**src/rtl/prog_mem.sv**
```systemverilog
// Writable program memory with a registered fetch port, a byte-wide loader
// and a post-reset sweep that fills every word with FILL_WORD.
module prog_mem #(
   parameter int unsigned ADDR_W = 8,
   parameter int unsigned DEPTH  = 256,
   parameter int unsigned DATA_W = 16,
   parameter logic [DATA_W-1:0] FILL_WORD = DATA_W'(16'b00110100_00000000)
) (
   input  logic              clk,
   input  logic              rst_n,
   input  logic              fetch_req,
   input  logic [ADDR_W-1:0] fetch_addr,
   output logic [DATA_W-1:0] fetch_data,
   output logic              fetch_valid,
   output logic              cpu_hold,
   input  logic              ld_start,
   input  logic [ADDR_W-1:0] ld_base,
   input  logic [7:0]        ld_byte,
   input  logic              ld_byte_valid,
   output logic              ld_ready,
   input  logic              ld_end,
   output logic              ld_err
);

   localparam int unsigned BYTES = DATA_W / 8;
   localparam int unsigned BI_W  = (BYTES > 1) ? $clog2(BYTES) : 1;
   localparam int unsigned AW1   = ADDR_W + 1;

   typedef enum logic [1:0] {S_CLEAR, S_RUN, S_LOAD} state_t;

   state_t              state, state_d;
   logic [ADDR_W-1:0]   ptr, ptr_d;
   logic [AW1-1:0]      wptr, wptr_d;
   logic [BI_W-1:0]     byte_idx, byte_idx_d;
   logic [DATA_W-1:0]   asm_word, asm_word_d;
   logic                ovf, ovf_d;
   logic [DATA_W-1:0]   fetch_data_d;
   logic                fetch_valid_d, cpu_hold_d, ld_ready_d, ld_err_d;
   logic                we;
   logic [ADDR_W-1:0]   waddr;
   logic [DATA_W-1:0]   wdata;
   logic [DATA_W-1:0]   word_c;

   logic [DATA_W-1:0]   mem [DEPTH];

   always_ff @(posedge clk or negedge rst_n) begin
      if (!rst_n) begin
         state       <= S_CLEAR;
         ptr         <= '0;
         wptr        <= '0;
         byte_idx    <= '0;
         asm_word    <= '0;
         ovf         <= 1'b0;
         fetch_data  <= FILL_WORD;
         fetch_valid <= 1'b0;
         cpu_hold    <= 1'b1;
         ld_ready    <= 1'b0;
         ld_err      <= 1'b0;
      end else begin
         state       <= state_d;
         ptr         <= ptr_d;
         wptr        <= wptr_d;
         byte_idx    <= byte_idx_d;
         asm_word    <= asm_word_d;
         ovf         <= ovf_d;
         fetch_data  <= fetch_data_d;
         fetch_valid <= fetch_valid_d;
         cpu_hold    <= cpu_hold_d;
         ld_ready    <= ld_ready_d;
         ld_err      <= ld_err_d;
      end
   end

   // Storage has no reset; the CLEAR sweep defines its contents.
   always_ff @(posedge clk) begin
      if (we) mem[waddr] <= wdata;
   end

   assign word_c = (asm_word << 8) | DATA_W'(ld_byte);

   always_comb begin
      state_d       = state;
      ptr_d         = ptr;
      wptr_d        = wptr;
      byte_idx_d    = byte_idx;
      asm_word_d    = asm_word;
      ovf_d         = ovf;
      fetch_data_d  = fetch_data;
      fetch_valid_d = 1'b0;
      ld_err_d      = ld_err;
      we            = 1'b0;
      waddr         = ptr;
      wdata         = FILL_WORD;

      unique case (state)
         S_CLEAR: begin
            we    = 1'b1;
            ptr_d = ptr + ADDR_W'(1);
            if (ptr == ADDR_W'(DEPTH - 1)) begin
               ptr_d   = '0;
               state_d = S_RUN;
            end
         end
         S_RUN: begin
            if (ld_start) begin
               state_d    = S_LOAD;
               wptr_d     = {1'b0, ld_base};
               byte_idx_d = '0;
               asm_word_d = '0;
               ovf_d      = 1'b0;
               ld_err_d   = 1'b0;
            end else if (fetch_req) begin
               fetch_valid_d = 1'b1;
               fetch_data_d  = ({1'b0, fetch_addr} < AW1'(DEPTH)) ? mem[fetch_addr] : FILL_WORD;
            end
         end
         S_LOAD: begin
            // After an overflow every byte is dropped until the end pulse.
            if (ld_byte_valid && !ovf) begin
               asm_word_d = word_c;
               if (byte_idx == BI_W'(BYTES - 1)) begin
                  byte_idx_d = '0;
                  if (wptr < AW1'(DEPTH)) begin
                     we     = 1'b1;
                     waddr  = wptr[ADDR_W-1:0];
                     wdata  = word_c;
                     wptr_d = wptr + AW1'(1);
                  end else begin
                     ovf_d    = 1'b1;
                     ld_err_d = 1'b1;
                  end
               end else begin
                  byte_idx_d = byte_idx + BI_W'(1);
               end
            end
            if (ld_end) begin
               state_d = S_RUN;
               if (byte_idx_d != '0) ld_err_d = 1'b1;
               byte_idx_d = '0;
            end
         end
         default: state_d = S_CLEAR;
      endcase

      cpu_hold_d = (state_d != S_RUN);
      ld_ready_d = (state_d == S_LOAD);
   end

endmodule
```
**config.mk**
```make
export PLATFORM = sky130hd
export DESIGN_NAME = prog_mem
export DESIGN_NICKNAME = d
export VERILOG_FILES = /design/src/rtl/prog_mem.sv
export SDC_FILE = /design/constraint.sdc
export NUM_CORES = 2
export LEC_CHECK = 0
export BUFFER_PORTS_ARGS = -buffer_cell sky130_fd_sc_hd__buf_2
export CORE_UTILIZATION = 45
export CTS_CLUSTER_SIZE = 28
export DETAILED_ROUTE_END_ITERATION = 7
export PLACE_DENSITY = 0.6
export SKIP_LAST_GASP = 1
export SLEW_MARGIN = 0
export SYNTH_ARGS = -nofsm -noshare
export SYNTH_HDL_FRONTEND = slang
export SYNTH_SLANG_ARGS = --single-unit
```
**constraint.sdc**
```tcl
create_clock -name clk -period 7.2 [get_ports clk]
set_input_delay 0.72 -clock clk [delete_from_list [all_inputs] [get_ports clk]]
set_output_delay 0.72 -clock clk [all_outputs]
set_load 0.1 [all_outputs]
```
# --- After elaboration in Yosys (flattened, before gate mapping) ---
# Memories as Yosys holds them, arrays and structs flattened. A register that Yosys moved wholly into a read port is not among the register bits.
# Index checks and enable logic that the tools add are counted.
# Widths: inputs -> output; s select.
word_totals:
  regBits: 33
  latchBits: 0
  mem_bits_rw: 4096
  romBits: 0
  inputBits: 30
  out_inout_bits: 20
  wordCells: 83
  memories: 1
memory_table:
  columns: ["name", "depth", "word_bits", "rd", "rd_ports_with_merged_regs", "write_ports", "line_no", "text"]
  rows:
  - ["mem", 256, 16, 1, 1, 1, "44", "logic [DATA_W-1:0] mem [DEPTH];"]
classes:
  add_sub_neg: 3
  mul: 0
  n_div: 0
  order_cmp: 1
  n_eq_ne: 10
  n_shift: 0
  mux: 46
  bitwise: 2
  reduce_logical: 10
op_table:
  columns: ["cell", "count"]
  rows:
  - ["$mux 16", 4]
  - ["$mux 8", 7]
  - ["$mux 9", 4]
  - ["$mux 1", 21]
  - ["$pmux 9 s2", 1]
  - ["$or 16x8->16", 1]
  - ["$pmux 8 s2", 1]
  - ["$ne 2x2->1 const B", 5]
  - ["$reduce_and 5->1", 2]
  - ["$add 9x1->9 const B", 1]
  - ["$lt 9x9->1 const B", 1]
  - ["$add 8x1->8 const B", 1]
  - ["$eq 8x8->1 const B", 1]
  - ["$pmux 1 s2", 4]
  - ["$mux 2", 3]
  - ["$pmux 2 s3", 1]
  - ["$reduce_and 3->1", 2]
  - ["$eq 2x2->1 const B", 2]
  - ["$eq 2x1->1 const B", 1]
  - ["$logic_not 1->1", 2]
  - ["$logic_not 2->1", 1]
  - ["$ne 2x1->1 const B", 1]
  - ["$reduce_and 2->1", 1]
  - ["$reduce_bool 2->1", 1]
  - ["other kinds (3)", 3]

# --- Longest topological paths before layout ---
logic_depth:
  word_depth: 7
  mapped_depth: 13
  ltp_nobuf: 7

# --- Least setup slack after synthesis ---
# OpenSTA, ideal clock, no wires.
synth_timing:
  path_kind: "input -> register"
  startpoint: "input ld_byte_valid"
  endpoint: "memory mem[0][0], data pin"
  setup_ns: 0.875
  arrival_time_ns: 4.945
  required_time_ns: 6.325
  slack_ns: 1.381
  path_stages: 5
  path_buffers: 2
  cell_sequence: "nor2b_1 -> and2_1 -> buf_4 -> clkbuf_1 -> and3_1"
synth_via:
  elab_chain_cells: 3
synth_rtl:
  columns: ["element", "line_no", "text"]
  rows:
  - ["from (decl)", "19", "input logic ld_byte_valid,"]
  - ["$logic_and 1x1->1", "119", "if (ld_byte_valid && !ovf) begin"]
  - ["$mux 16", "119", null]
  - ["$mux 16", "95", "unique case (state)"]
  - ["net wdata[0]", "41", "logic [DATA_W-1:0] wdata;"]
  - ["to (decl)", "44", null]
# The timed path passes the listed nets, and every way through them passes these cells.

# --- Final worst setup path ---
layout_timing:
  startpoint: "register state[1]"
  endpoint: "memory mem[241][3], enable pin"
layout_via:
  elab_chain_cells: 4
  elab_cells_between_ends: 6
  classes_between: "eq/ne (1); mux (4); reduce/logical (1)"
layout_rtl:
  columns: ["element", "line_no", "text"]
  rows:
  - ["from (decl)", "31", "state_t state, state_d;"]
  - ["from (signal assigned)", "60", "state <= state_d;"]
  - ["$eq 2x2->1 / $logic_not 2->1 (equally long branches)", "95", null]
  - ["$pmux 1 s2", "95", null]
  - ["$mux 1", "76", "if (we) mem[waddr] <= wdata;"]
  - ["$mux 1 (implied by the code)", "76", null]
# Parallel ways exist; a longest one is shown, timed or not.

==> results.md <==
- Status: finished, violations left
- Violated checks: slew limit
- Hold_buf cts: 12
- Total GRT Usage: 0.253
- Pre-CTS WS: 1.70 ns
- CTS sink cnt: just over 4k
- Initial core utilization: 0.453
- Number of synthesized register bits: slightly above 4k
- Max Slew Vio Count: between 50 and 60
- Critical path's largest stage delay: roughly 1.1 ns
- Std-Cell Rows: 219
- Worst Tran Pin Value: 1.54 ns
- Clock skew: 0.0646 ns
- Router iterations before antenna repair: 7
- Prevailing post-synth register cell: edfxtp_1
- Syn. warnings: 0
- Antenna Nets Post-Route: 0
- GR Util met3: 0.0570
- Share of layout cells above drive strength 1: 0.238
- Crit path from: state[1]
- Min-Delay Path Class: in2reg
- Synth top area share: 0.762
- Total CTS buffers: 417
- Post-DP HPWL: between 200000 and 300000 um
- Post-CTS Resized: 0
- Via count: a little over 80k
- Hold Path Sink: wptr[3]
- # setup viols final: 0
- R2R Path End: mem[241][3]
- Cells along the critical path: nor2b_4, and2_1, nand2_2, o21ai_0, nand2_1, nor2_2
- Hold Path Cell Cnt: 3
- Syn_area_per_cell: between 20 and 25 um^2
- Worst reg-to-reg setup slack: 1.90 ns
- Pint: roughly 0.041 W
- Vias per cell: between 6 and 7
- Drt total wl: about 460000 um
- Max-slew headroom: -0.0266
- Worst skew pair latency: 1.00 ns
- Final Hold Viols: 0
- DRC Markers: 0
- Post-synth EDFFs: 4096
- Largest net degree at the start of global routing: approximately 190
- Avg WL per Cell: roughly 35 um
- Clock network fraction of total power: 0.419
- Core Footprint: 0.356 mm^2
- IO Pins: 50
- Fmax: approximately 190 MHz
- Die Y: 601 um
- Final layout net count: 8127
- Sequential power share: 0.512
- CTS tree: yes
- Crit Reg-Reg Startpoint: state[1]
- Setup tns final: 0 ns
- Slowest cell on the critical path: nor2_2
- Maximum root-to-sink buffer count: 4
- First-pass GRT wire length: ~640000 um
- Asr flop ratio synth: 0.0118
- Post-Syn Nets: 7690
- Max capacitance violation total: 0
- Total Die Area: approximately 0.36 mm^2
- 1st-iter DRT viols: roughly 11k
- Crit-path max FO: 25
- Global routing's busiest layer: met2
- Met2 GRT Util: 0.384
- Clock root cell: clkbuf_16
- Die width: 601 um
- P_sw: ~0.012 W
- CP Class: reg2reg
- Final worst slack: between 1.5 and 2 ns
- RSZ-0062 raised after global routing: no
- Type of origin of the critical path: register
- H-tree depth: 5
- Total grt overflow: 0
- Layout area overhead: 13.0%
- Synth area leaders: edfxtp_1, mux4_2, mux2i_1
- Fin crit share: 0.736
- Worst IR drop on VDD: approximately 0.21 mV
- Setup Buffers After CTS: 0
- Power density cells: a little under 300 mW/mm^2
- Worst path arrival time: 5.86 ns
- Gate power share: 0.069
- Antenna violations before repair: 31
- Worst hold path startpoint: ld_base[3]
- Unique masters post-synth: slightly above 90
- Critical path data required time: 7.76 ns
- Reg2reg path depth: 6
- Clock slew at reported path FFs: 0.06 ns
- Crit path time final: around 5.3 ns
- Most frequent cells after synthesis: edfxtp_1, mux4_2, mux2i_1
- Post-Syn Instances: ~7.7k
- Met1 Use GR: 0.361
- Vias in the first global route: 80.2k
- Placer Congestion: between 0.9 and 1
- Count leader, synth: edfxtp_1
- IO Port Bufs: 49
- Register area share after synthesis: 0.770
- Fill count: about 28k
- Switching share of power: 0.232
- Largest area contributor in the netlist: edfxtp_1
- Critical Path Sink Type: register
- Pleak: 60.3 nW
- Mapped cell area: 0.161 mm^2
[layout make-up]
cell class                 instances  area, um^2  share of cell area
antenna                           18        45.0            0.000247
tap                             4751        5940              0.0326
clock buffer                     509       10900              0.0600
timing repair buffer             468        3950              0.0217
multi-input combinational       3052       34100               0.187
sequential                      4145      124000               0.681
clock inverter                   270        3010              0.0165
inverter                          11        51.3            0.000281
[registers in the layout, indices dropped and copies added (netlist names)]
signal and flops:
asm_word 8, byte_idx 1, cpu_hold 1, fetch_data 16, fetch_valid 1, ld_err 1
ld_ready 1, mem 4096, ovf 1, ptr 8, state 2, wptr 9
[kinds of logic after synthesis]
logic type / count (synthesis) / synth area share
xor gates and xnor gates: 6 / 0.000326
adders and majority gates: 2 / 0.000155
buffers and inverters: 461 / 0.0214
muxes: 1349 / 0.149
AOI/OAI and AO/OA: 792 / 0.0339
and+or+nand+nor: 903 / 0.0258
DFF: 4145 / 0.770
[routing by layer]
layer  part of all wire  wire (um)
met2               0.45     211000
met1               0.40     186000
met5            0.00064        295
met3               0.10      46300
met4              0.042      19400
[power by group through the flow]
stage               logic, W  clock network [W]  registers (W)
finish               0.00365             0.0222         0.0271
CTS                  0.00360             0.0224         0.0271
detailed placement   0.00359                  0         0.0276
global placement     0.00355                  0         0.0275
global route         0.00373             0.0233         0.0271
floorplan            0.00179                  0         0.0277
[worst max path at each step]
stage          slack [ns]             to
6_report             1.90    mem[241][3]
5_1_grt              1.62   mem[242][11]
4_1_cts              2.04    mem[241][5]
3_5_place_dp         1.70   mem[241][15]
3_3_place_gp         1.25  fetch_data[0]
2_1_floorplan        1.38      mem[0][0]
[worst max-delay path, delay by kind of cell, from the launching register on]
family	cells	cell delay (ns)
simple gates	5	3.54
flops	1	0.47
compound gates	1	0.81
[cells in the final DEF (no fill, tap or decap), types with 15 or more instances in the layout]
cell	count
a211oi_1	49
a21oi_1	111
a22o_1	21
a22oi_1	77
a31oi_1	31
buf_12	41
buf_2	48
buf_4	362
bufinv_16	60
clkbuf_1	80
clkbuf_16	421
clkinv_1	80
clkinv_2	88
clkinvlp_4	20
dfrtp_1	45
diode_2	18
edfxtp_1	4096
mux2_2	17
mux2i_1	517
mux4_1	72
mux4_2	743
nand2_1	218
nand3_1	59
nor2_1	274
nor2_2	81
nor3_1	70
nor4_1	28
o21ai_0	99
o221ai_1	102
o22ai_1	171
o31ai_1	15
or2_2	21
or3_1	30
[stage by stage]
step | std cells | utilization | hold slack (ns) | cell area (um^2) | total power (W)
floorplan | 7658 | - | 0.424 | 161000 | 0.0295
global placement | 12400 | 0.472 | 0.486 | 168000 | 0.0311
detailed placement | 12400 | 0.472 | 0.485 | 168000 | 0.0312
CTS | 13200 | 0.511 | 0.00129 | 182000 | 0.0531
global route | 13200 | 0.511 | 0.0422 | 182000 | 0.0541
finish | 13200 | 0.511 | 0.0396 | 182000 | 0.0529
No activity file was read; power rests on OpenSTA's default activity.
